--- src/rtl/debounce_pkg.sv ---
// Shared definitions for the button debouncer: FSM state encoding,
// counter-width helper and the default 10 ms @ 100 MHz qualification count.
package debounce_pkg;

  typedef enum logic [1:0] {
    STABLE_LO = 2'b00,
    WAIT_HI   = 2'b01,
    STABLE_HI = 2'b10,
    WAIT_LO   = 2'b11
  } db_state_t;

  localparam int CNT_MAX_100MHZ = 1_000_000;

  // Width needed to hold 0..cnt_max, never narrower than one bit.
  function automatic int cnt_width(input int cnt_max);
    int w;
    w = $clog2(cnt_max + 1);
    return (w < 1) ? 1 : w;
  endfunction

endpackage

--- src/rtl/sync_ff.sv ---
// Generic STAGES-deep flip-flop synchroniser for asynchronous single-bit inputs.
// Every stage resets asynchronously (active-low) to RST_LEVEL.
module sync_ff #(
  parameter int   STAGES    = 2,
  parameter logic RST_LEVEL = 1'b0
) (
  input  logic clk,
  input  logic rst,
  input  logic d,
  output logic q
);

  logic [STAGES-1:0] chain;

  always_ff @(posedge clk or negedge rst) begin
    if (!rst) begin
      chain <= {STAGES{RST_LEVEL}};
    end else begin
      chain <= {chain[STAGES-2:0], d};
    end
  end

  assign q = chain[STAGES-1];

endmodule

--- src/rtl/button_debouncer.sv ---
// Synchronises and debounces a raw button level; clean only moves after the
// input has held a new level for CNT_MAX counts. Define DEBOUNCE_TICK_EN to count tick strobes.
//
//   state     | meaning
//   ----------+------------------------------------------------
//   STABLE_LO | clean=0, sync agrees, idle
//   WAIT_HI   | sync went high, qualifying the rise (busy=1)
//   STABLE_HI | clean=1, sync agrees, idle
//   WAIT_LO   | sync went low, qualifying the fall (busy=1)
module button_debouncer
  import debounce_pkg::*;
#(
  parameter int   CNT_MAX     = CNT_MAX_100MHZ,
  parameter int   SYNC_STAGES = 2,
  parameter logic RST_LEVEL   = 1'b0
) (
  input  logic clk,
  input  logic rst,
  input  logic raw_in,
`ifdef DEBOUNCE_TICK_EN
  input  logic tick,
`endif
  output logic clean,
  output logic busy
);

  localparam int               CNT_W     = cnt_width(CNT_MAX);
  localparam logic [CNT_W-1:0] CNT_LAST  = CNT_W'(CNT_MAX - 1);
  localparam db_state_t        RST_STATE = RST_LEVEL ? STABLE_HI : STABLE_LO;

  logic             sync;
  logic             adv;
  db_state_t        state;
  db_state_t        state_nxt;
  logic [CNT_W-1:0] cnt;
  logic [CNT_W-1:0] cnt_nxt;
  logic             clean_nxt;

  sync_ff #(
    .STAGES   (SYNC_STAGES),
    .RST_LEVEL(RST_LEVEL)
  ) u_sync (
    .clk(clk),
    .rst(rst),
    .d  (raw_in),
    .q  (sync)
  );

  // Counting and acceptance are gated by adv; bounce rejection is not.
`ifdef DEBOUNCE_TICK_EN
  assign adv = tick;
`else
  assign adv = 1'b1;
`endif

  always_ff @(posedge clk or negedge rst) begin
    if (!rst) begin
      state <= RST_STATE;
      cnt   <= '0;
      clean <= RST_LEVEL;
    end else begin
      state <= state_nxt;
      cnt   <= cnt_nxt;
      clean <= clean_nxt;
    end
  end

  always_comb begin
    state_nxt = state;
    cnt_nxt   = cnt;
    case (state)
      STABLE_LO: begin
        cnt_nxt = '0;
        if (sync) state_nxt = WAIT_HI;
      end
      WAIT_HI: begin
        if (!sync) begin
          state_nxt = STABLE_LO;
          cnt_nxt   = '0;
        end else if (adv) begin
          if (cnt == CNT_LAST) begin
            state_nxt = STABLE_HI;
            cnt_nxt   = '0;
          end else begin
            cnt_nxt = cnt + CNT_W'(1);
          end
        end
      end
      STABLE_HI: begin
        cnt_nxt = '0;
        if (!sync) state_nxt = WAIT_LO;
      end
      WAIT_LO: begin
        if (sync) begin
          state_nxt = STABLE_HI;
          cnt_nxt   = '0;
        end else if (adv) begin
          if (cnt == CNT_LAST) begin
            state_nxt = STABLE_LO;
            cnt_nxt   = '0;
          end else begin
            cnt_nxt = cnt + CNT_W'(1);
          end
        end
      end
      default: begin
        state_nxt = RST_STATE;
        cnt_nxt   = '0;
      end
    endcase
  end

  always_comb begin
    busy      = (state == WAIT_HI) || (state == WAIT_LO);
    clean_nxt = clean;
    if ((state == WAIT_HI) && (state_nxt == STABLE_HI)) clean_nxt = 1'b1;
    if ((state == WAIT_LO) && (state_nxt == STABLE_LO)) clean_nxt = 1'b0;
  end

endmodule

--- config.mk ---
export PLATFORM = sky130hd
export DESIGN_NAME = button_debouncer
export DESIGN_NICKNAME = d
export VERILOG_FILES = /design/src/rtl/debounce_pkg.sv /design/src/rtl/sync_ff.sv /design/src/rtl/button_debouncer.sv
export SDC_FILE = /design/constraint.sdc
export NUM_CORES = 1
export LEC_CHECK = 0
export CAP_MARGIN = 20
export CORE_MARGIN = 2
export CORE_UTILIZATION = 62
export DETAILED_ROUTE_END_ITERATION = 16
export GPL_TIMING_DRIVEN = 0
export PLACE_DENSITY_LB_ADDON = 0.25
export SKIP_LAST_GASP = 1
export SYNTH_ARGS = -nofsm -noshare
export SYNTH_HDL_FRONTEND = slang
export SYNTH_SLANG_ARGS = --single-unit
export TNS_END_PERCENT = 100
--- constraint.sdc ---
create_clock -name clk -period 3.1 [get_ports clk]
set_input_delay 0.465 -clock clk [delete_from_list [all_inputs] [get_ports clk]]
set_output_delay 0.465 -clock clk [all_outputs]
set_load 0.03 [all_outputs]
==> impl_results.md <==
- Outcome: finished, final reports clean
- M3 GR Usage: 3.086%
- Reg-to-reg endpoint: cnt[9]
- Starting Density: 64.41%
- RSZ-0062 raised after global routing: false
- Post_cts resized: 0
- Tightest Pin Transition: 0.4688 ns
- Clock skew: 0.009731 ns
- Critical R2R Launch: cnt[7]
- Clock sink count: 25
- Synth warn: 0
- Syn avg cell area: 9.959 µm²
- CTS Hold Buffers Added: 0
- Synth area leader: dfrtp_1
- Hold Path Stages: 0
- Share of layout cells above drive strength 1: 9.091%
- CP most frequent cell: nor2_1
- Synth Register Bits: 25
- Final HPWL DP: 1.625 mm
- Fillers: 143
- Antenna viol nets, final: 0
- Hold EP: u_sync.chain[1]
- Relative slew slack: 68.51%
- Vias: 972
- Type of the most critical hold path: flip-flop to flip-flop
- Worst setup path class: flip-flop to flip-flop
- M2 GR Usage: 36.11%
- Buffer count from post-CTS setup fixing: 0
- Reg2Reg Depth: 6
- P_leak: 0.5314 nW
- Setup-failing EPs final: 0
- Port bufs: 4
- First-pass GRT wire length: 4.305 mm
- Top delay family on crit path: simple AND/OR/NAND/NOR gates
- GPL Wtd Cong: 0.8504
- Gr ovfl total: 0
- Worst Path Arrival: 2.23 ns
- Drt first pass iters: 4
- Max clock buf depth: 2
- CP Cell Sequence: or4_1 > nor2_1 > a31o_2 > buf_6 > buf_2 > nor2_1
- Ranking of synthesized cells by area: dfrtp_1, xnor2_1, nor2_1
- Mapped Cells: 123
- Max-cap violation count: 0
- Die height: 48.45 µm
- Fmax: 0.4994 GHz
- Hold_ws: 0.3892 ns
- R2R setup slack: 1.10 ns
- Synthesized area: 0.001225 mm²
- Clock Latency Late Sink: 0.33 ns
- WP buf/inv: 2
- Drt first-iter violations: 37
- Root buffer cell: clkbuf_4
- CTS tree: built
- Max rail drop VDD: 0.3459 mV
- Max Slew Vio Count: 0
- H-tree Lvls: 1
- Via-to-Cell Ratio: 6.113
- CP Capture Type: flip-flop
- Ant diodes: 0
- Critical-path maximum fanout: 10
- Worst stage delay on the critical path: 0.52 ns
- Utilization after layout: 71.32%
- CTS Buf Count: 3
- Power Dens Cells: 377.2 mW/mm²
- Setup_tns: 0 ns
- Sequential cell area: 625.6 µm²
- Drt wl/cell: 15.01 µm
- Multi-input logic area: 560.5 µm²
- CP startpoint kind: flip-flop
- Grt peak-use layer: met2
- Minimum clock period: 2.002 ns
- Largest net degree at the start of global routing: 26
- Mapped Nets: 127
- Cell variety after synth: 30
- Layout area overhead: 10.73%
- Die width: 48.45 µm
- Final net count: 137
- Post-Layout Inst Area: 0.001356 mm²
- Req. time, crit path: 3.33 ns
- Die footprint: 0.002347 mm²
- Post-DP Area: 0.001299 mm²
- Vias in the first global route: 926
- Pre-CTS WS: 1.138 ns
- Io pins: 5
- Final wirelength: 2.387 mm
- Fin crit share: 64.60%
- Synth top area share: 51.07%
- Initial antenna violation count: 0
- Worst-path clk slew: 0.14 ns
- Sequential area share after synthesis: 51.07%
- Hold path startpoint: u_sync.chain[0]
- Leading cell type in the layout, fill and taps excluded: dfrtp_1
- Total GRT Usage: 23.81%
- CP max-delay cell: or4_1
- GRT met1 Usage: 33.82%
- Setup ws final: 1.098 ns
- DRC Markers: 0
- Final Hold Vio Count: 0
- Core area: 0.001902 mm²
- Most frequent cells in the layout: dfrtp_1, nor2_1, xnor2_1, nand2_1, nand3_1
- Site row count: 16
[worst reg2reg max path, stage by stage, from the launching register on]
cell and delay (ns):
dfrtp_1 0.47, or4_1 0.52, nor2_1 0.25, a31o_2 0.22, buf_6 0.14, buf_2 0.23
nor2_1 0.08
[where the power goes]
part	total [mW]	switching (mW)	leakage, nW	internal (mW)
Clock	0.153	0.104	0.0139	0.0495
Combinational	0.0263	0.0152	0.176	0.0111
Sequential	0.332	0.00275	0.341	0.329
[state kept, by name (all words and copies together), names as in the netlist]
signal / flops
clean: 1
cnt: 20
state: 2
u_sync.chain: 2
[per-stage QoR]
step / instances / power (mW)
after detailed placement: 154 / 0.3606
final: 159 / 0.5116
after CTS: 158 / 0.5125
after floorplan: 123 / 0.3476
after global routing: 159 / 0.5356
after global placement: 154 / 0.3596
[logic make-up after synthesis]
| group | count (synthesis) | synth area share [%] |
|---|---|---|
| AO/OA/AOI/OAI | 12 | 5.822 |
| XOR/XNOR | 15 | 10.72 |
| adder cells (fa/ha/maj) | 1 | 1.021 |
| buffers and inverters | 8 | 3.166 |
| flip-flops | 25 | 51.07 |
| multiplexers | 1 | 0.9192 |
| AND/OR/NAND/NOR | 61 | 27.27 |
[area by class of cell]
class,instances,share of cell area [%]
clock buffer,3,1.661
tap,27,2.491
timing repair buffer,5,4.982
buffer,3,1.476
sequential,25,46.13
inverter,5,1.384
clock inverter,1,0.5535
multi-input combinational,90,41.33
[worst max path at each step]
stage / start / depth (start not counted) / end
5_1_grt: cnt[7] / 6 / cnt[9]
3_5_place_dp: cnt[6] / 6 / cnt[6]
6_report: cnt[7] / 6 / cnt[9]
3_3_place_gp: cnt[6] / 6 / cnt[9]
2_1_floorplan: cnt[6] / 6 / cnt[11]
4_1_cts: state[0] / 2 / busy
[Yosys cell counts (all sizes together)]
library cell and count:
xnor2 11, nand4b 3, a21oi 4, mux2 1, nand3 7, o211ai 1
ha 1, dfrtp 25, or3 3, o21ai 5, nor3 3, a41o 1
and4 1, nor4 4, buf 2, nor4b 1, xor2 4, a31o 1
clkbuf 1, nor2 20, nand2 8, and2 2, nand4 5, inv 5
or4 2, and3 2
[per-layer routing]
| layer | wire length (µm) | vias to the layer above |
|---|---|---|
| met1 | 1038 | 470 |
| li1 | - | 453 |
| met2 | 1151 | 44 |
| met4 | 50 | 0 |
| met3 | 146 | 5 |
| met5 | 0 | - |
(Power assumes the default switching activity.)
